File: src/rtl/adbg_or1k_spr_arb_pkg.sv
// Shared types and defaults for the OR1K SPR bus arbiter slice.
package adbg_or1k_spr_arb_pkg;

  typedef enum logic [1:0] {
    ARB_IDLE = 2'd0,
    ARB_XFER = 2'd1,
    ARB_DONE = 2'd2
  } arb_state_e;

  localparam int unsigned SPR_AW_DEF      = 32;
  localparam int unsigned SPR_DW_DEF      = 32;
  localparam int unsigned SPR_TIMEOUT_DEF = 255;

  // Width needed to hold a count of 0..n inclusive.
  function automatic int unsigned cnt_width(input int unsigned n);
    return (n < 2) ? 1 : $clog2(n + 1);
  endfunction

endpackage

File: src/rtl/adbg_rr_arbiter.sv
// Combinational round-robin pick: first asserted request after ptr_i, wrapping.
module adbg_rr_arbiter #(
  parameter int unsigned NREQ = 2,
  parameter int unsigned PW   = 1
) (
  input  logic [NREQ-1:0] req_i,
  input  logic [PW-1:0]   ptr_i,
  output logic [NREQ-1:0] gnt_o,
  output logic            valid_o
);

  logic [PW-1:0] idx;
  logic          found;

  always_comb begin
    gnt_o = '0;
    found = 1'b0;
    idx   = '0;
    for (int unsigned i = 1; i <= NREQ; i++) begin
      idx = PW'((32'(ptr_i) + i) % NREQ);
      if (!found && req_i[idx]) begin
        gnt_o[idx] = 1'b1;
        found      = 1'b1;
      end
    end
  end

  assign valid_o = |req_i;

endmodule

File: src/rtl/adbg_or1k_spr_arbiter.sv
// Round-robin arbiter sharing one OR1K SPR bus among NREQ requesters.
// Optional XFER timeout enabled by defining ADBG_SPR_ARB_TIMEOUT_EN.
module adbg_or1k_spr_arbiter
  import adbg_or1k_spr_arb_pkg::*;
#(
  parameter int unsigned NREQ           = 2,
  parameter int unsigned AW             = SPR_AW_DEF,
  parameter int unsigned DW             = SPR_DW_DEF,
  parameter int unsigned TIMEOUT_CYCLES = SPR_TIMEOUT_DEF
) (
  input  logic               cpu_clk_i,
  input  logic               rst_i,
  input  logic [NREQ-1:0]    req_i,
  input  logic [NREQ-1:0]    we_i,
  input  logic [NREQ*AW-1:0] addr_i,
  input  logic [NREQ*DW-1:0] wdata_i,
  output logic [NREQ-1:0]    gnt_o,
  output logic [NREQ-1:0]    ack_o,
  output logic [NREQ-1:0]    err_o,
  output logic [DW-1:0]      rdata_o,
  output logic [AW-1:0]      cpu_addr_o,
  output logic [DW-1:0]      cpu_data_o,
  output logic               cpu_stb_o,
  output logic               cpu_we_o,
  input  logic               cpu_ack_i,
  input  logic [DW-1:0]      cpu_data_i
);

  localparam int unsigned PW = (NREQ > 1) ? $clog2(NREQ) : 1;

  arb_state_e      state_q, state_d;
  logic [NREQ-1:0] gnt_q, gnt_d;
  logic [NREQ-1:0] ack_q, ack_d;
  logic [DW-1:0]   rdata_q, rdata_d;
  logic [PW-1:0]   ptr_q, ptr_d;
  logic [NREQ-1:0] pick_gnt;
  logic            pick_valid;
  logic [PW-1:0]   gnt_idx;

`ifdef ADBG_SPR_ARB_TIMEOUT_EN
  localparam int unsigned CW = cnt_width(TIMEOUT_CYCLES);
  logic [CW-1:0]   cnt_q, cnt_d;
  logic [NREQ-1:0] err_q, err_d;
`endif

  adbg_rr_arbiter #(.NREQ(NREQ), .PW(PW)) u_rr (
    .req_i   (req_i),
    .ptr_i   (ptr_q),
    .gnt_o   (pick_gnt),
    .valid_o (pick_valid)
  );

  // One-hot grant is OR-muxed so an empty grant yields zero on the bus.
  always_comb begin
    cpu_addr_o = '0;
    cpu_data_o = '0;
    cpu_we_o   = 1'b0;
    gnt_idx    = '0;
    for (int unsigned k = 0; k < NREQ; k++) begin
      if (gnt_q[k]) begin
        cpu_addr_o = cpu_addr_o | addr_i[k*AW +: AW];
        cpu_data_o = cpu_data_o | wdata_i[k*DW +: DW];
        cpu_we_o   = cpu_we_o | we_i[k];
        gnt_idx    = PW'(k);
      end
    end
  end

  always_comb begin
    state_d = state_q;
    gnt_d   = gnt_q;
    ack_d   = '0;
    rdata_d = rdata_q;
    ptr_d   = ptr_q;
`ifdef ADBG_SPR_ARB_TIMEOUT_EN
    cnt_d   = cnt_q;
    err_d   = '0;
`endif
    case (state_q)
      ARB_IDLE: begin
`ifdef ADBG_SPR_ARB_TIMEOUT_EN
        cnt_d = '0;
`endif
        if (pick_valid) begin
          gnt_d   = pick_gnt;
          state_d = ARB_XFER;
        end
      end
      ARB_XFER: begin
        if (cpu_ack_i) begin
          if (!cpu_we_o) rdata_d = cpu_data_i;
          ack_d   = gnt_q;
          ptr_d   = gnt_idx;
          state_d = ARB_DONE;
        end
`ifdef ADBG_SPR_ARB_TIMEOUT_EN
        else if (cnt_q == CW'(TIMEOUT_CYCLES - 1)) begin
          err_d   = gnt_q;
          rdata_d = '0;
          ptr_d   = gnt_idx;
          state_d = ARB_DONE;
        end else begin
          cnt_d = cnt_q + CW'(1);
        end
`endif
      end
      ARB_DONE: begin
        gnt_d   = '0;
        state_d = ARB_IDLE;
      end
      default: begin
        gnt_d   = '0;
        state_d = ARB_IDLE;
      end
    endcase
  end

  always_ff @(posedge cpu_clk_i or posedge rst_i) begin
    if (rst_i) begin
      state_q <= ARB_IDLE;
      gnt_q   <= '0;
      ack_q   <= '0;
      rdata_q <= '0;
      ptr_q   <= PW'(NREQ - 1);
`ifdef ADBG_SPR_ARB_TIMEOUT_EN
      cnt_q   <= '0;
      err_q   <= '0;
`endif
    end else begin
      state_q <= state_d;
      gnt_q   <= gnt_d;
      ack_q   <= ack_d;
      rdata_q <= rdata_d;
      ptr_q   <= ptr_d;
`ifdef ADBG_SPR_ARB_TIMEOUT_EN
      cnt_q   <= cnt_d;
      err_q   <= err_d;
`endif
    end
  end

  assign gnt_o     = gnt_q;
  assign ack_o     = ack_q;
  assign rdata_o   = rdata_q;
  assign cpu_stb_o = (state_q == ARB_XFER);
`ifdef ADBG_SPR_ARB_TIMEOUT_EN
  assign err_o     = err_q;
`else
  assign err_o     = '0;
`endif

endmodule

File: config.mk
export PLATFORM = sky130hd
export DESIGN_NAME = adbg_or1k_spr_arbiter
export DESIGN_NICKNAME = d
export VERILOG_FILES = /design/src/rtl/adbg_or1k_spr_arb_pkg.sv /design/src/rtl/adbg_rr_arbiter.sv /design/src/rtl/adbg_or1k_spr_arbiter.sv
export SDC_FILE = /design/constraint.sdc
export NUM_CORES = 1
export LEC_CHECK = 0
export CAP_MARGIN = 10
export CORE_MARGIN = 4
export CORE_UTILIZATION = 24
export CTS_BUF_LIST = sky130_fd_sc_hd__clkbuf_16
export DETAILED_ROUTE_END_ITERATION = 8
export GPL_ROUTABILITY_DRIVEN = 0
export PLACE_DENSITY = 0.87
export RECOVER_POWER = 50
export SYNTH_ARGS = -nofsm -noshare
export SYNTH_HDL_FRONTEND = slang
export SYNTH_HIERARCHICAL = 1
export SYNTH_SLANG_ARGS = --single-unit
File: constraint.sdc
create_clock -name cpu_clk_i -period 1.5 [get_ports cpu_clk_i]
set_input_delay 0.15 -clock cpu_clk_i [delete_from_list [all_inputs] [get_ports cpu_clk_i]]
set_output_delay 0.15 -clock cpu_clk_i [all_outputs]
set_load 0.005 [all_outputs]
==> impl_metrics.toml <==
[run_status]
status = "finished with violations"
violations = "setup timing"

[pwr]
leakagePower_nw = 2.58
peakVddDrop_uv = 637
total_power_mw = 9.31
power_density_nw_per_um2 = 1700

[place]
port_buffers = 268
place_ws_ns = -0.139
hpwl_microns = 9040

[critical_path]
critPathKind = "reg -> reg"
cp.required_ns = 1.66
r2r_slack_ns = -0.23
critPathCaptureType = "flip-flop"
rr_worst_depth = 6
path_max_fanout = 8
cp-start-kind = "flip-flop"
r2r_end = "rdata_o[19]$_DFFE_PP0P_"
cp.arrival_ns = 1.89
r2r_start = "gnt_o[0]$_DFFE_PP0P_"

[layout]
drive_gt1_share_pct = 29.2
diodes = 0
fin_util_pct = 59.2
syn2layout_area_growth_pct = 140
fin_nets = 638

[sta]
setup_viol = 81
finalSetupTns_ns = -11.51
rsz0062_at_grt = "yes"
fmax_mhz = 578
period_needed_ns = 1.73
layout_setup_ws_ns = -0.230
hold-worst-slack_ns = 0.315
slew_violations = 0
hold_viol_final = 0
final.setup_skew_ns = 0.00344
post-route-period-util_pct = 115

[clock_tree]
cts_root_buffer = "clkbuf_16"
clock_latency_ns = 0.28
cts_tree = "yes"
clockBufferDepth = 2
cts.reportedPaths.clkPinSlew_ns = 0.06
h-tree-depth = 2
cts.sinks = 39
numCtsBuffers = 5

[route]
drtAntennaViolNets = 0
drc_errors = 0
wirelength_microns = 11800
vias_per_cell = 4.58
num_vias = 2755
drtIter0Drc = 82
dr.pass1.iters = 4
avgRoutedWirePerCell_microns = 19.6

[synthesis]
yosysSeqAreaShare_pct = 42.8
synth_common_cells = "a22o_1, dfrtp_1, mux2_4, clkbuf_1, buf_6"
async_reset_ff_share_pct = 100
synthesis.area_sq_um = 2280
synth_top_area_share_pct = 41.7
synth_ff_type = "dfrtp_1"
synth_edf_count = 0
ys_top_cells_by_area = "dfrtp_1, a22o_1, mux2_4"
yosys.area.top_type = "dfrtp_1"
synth-seq-cells = 39
yosys_warnings = 6
synth_most_common_cell = "a22o_1"
postSynthAreaPerCell_sq_um = 12.7
synth_cells = 179
synth.distinct_cells = 22

[min_path]
hp-class = "in -> async"

[floorplan]
die_w_microns = 105
die_h_microns = 105
core_sq_um = 9240
boundaryPins = 271
die_area_sq_um = 11100
rows = 35
start_util_pct = 24.7

[global_routing]
grt_pass1_wl_microns = 16700
grt_max_degree = 20
grt_pass1_vias = 2952
antenna_found_initial = 1
grt_remaining_overflow = 0
gr-usage-all-layers_pct = 19.5

[run]
drv_cap = 0
[worst max-delay path, stage by stage (launching register included)]
cell       delay (ns)
dfrtp_2          0.44
buf_12           0.14
a22o_4           0.25
buf_6            0.11
nand2b_4         0.18
clkbuf_16        0.19
mux2_4           0.30
[cell usage in the layout, fill, tap and decap left out, types with 4 or more instances in the layout]
master	instances
clkbuf_16	7
buf_12	6
clkdlybuf4s50_1	200
buf_8	4
mux2_4	30
a22o_1	63
clkbuf_2	16
dlygate4sd2_1	13
inv_1	4
dfrtp_1	36
buf_6	12
clkdlybuf4s15_2	4
buf_2	34
buf_4	9
[registers in the layout (all words and copies together), names as in the netlist]
| name | count |
|---|---|
| gnt_o | 2 |
| ptr_q | 1 |
| ack_o | 2 |
| state_q | 2 |
| rdata_o | 32 |
[cells by family after synthesis]
kind of cell	count (synthesis)	synth area share, %
muxes	35	22.1
and+or+nand+nor	10	2.85
AOI/OAI and AO/OA	68	25.8
DFF	39	42.8
other	1	0.164
buffers and inverters	26	6.20
[per-stage QoR]
step | instance area [sq um] | instances
after floorplan | 2280 | 180
after global placement | 5140 | 568
after detailed placement | 5140 | 568
after CTS | 5520 | 598
after global routing | 5470 | 601
final | 5470 | 601
[where the power goes]
group          switching (mW)  total (mW)  internal [mW]
combinational            2.21        6.39           4.18
clock                   0.385       0.991          0.605
sequential              0.349        1.93           1.58
total                    2.94        9.31           6.37
[routing by layer]
metal | vias to the layer above | wire [microns] | global-route usage, % | part of all wire [%]
met5 | - | 13 | 0 | 0.11
met3 | 14 | 1080 | 6.92 | 9.2
met1 | 1303 | 4450 | 21.6 | 38
met2 | 160 | 6140 | 36.0 | 52
met4 | 2 | 114 | 3.28 | 0.97
li1 | 1276 | - | - | -
[cell type report]
type                            instances  area, sq um
Fill cell                             750         3770
Timing Repair Buffer                  307         2990
Multi-Input combinational cell        115         1180
Sequential cell                        39          980
Tap cell                              129          161
Clock buffer                            5          125
Clock inverter                          3         16.3
Inverter                                3         11.3
[repair_timing]
item	in CTS	in global routing
hold buffers	0	0
pin swaps	11	7
gates cloned	6	2
setup buffers	17	5
gates resized for setup	204	35
endpoints found under the setup margin	96	99
[worst max path at each step]
stage                         start                 endpoint  slack, ns  depth (start not counted)
2_1_floorplan  gnt_o[1]$_DFFE_PP0P_   rdata_o[0]$_DFFE_PP0P_       0.01                          6
3_3_place_gp                we_i[0]  rdata_o[16]$_DFFE_PP0P_      -0.11                          5
3_5_place_dp                we_i[0]  rdata_o[15]$_DFFE_PP0P_      -0.14                          5
4_1_cts        gnt_o[0]$_DFFE_PP0P_  rdata_o[24]$_DFFE_PP0P_      -0.26                          6
5_1_grt        gnt_o[0]$_DFFE_PP0P_  rdata_o[23]$_DFFE_PP0P_      -0.26                          6
6_report       gnt_o[0]$_DFFE_PP0P_  rdata_o[19]$_DFFE_PP0P_      -0.23                          6
Power figures use the tool's default switching activity.
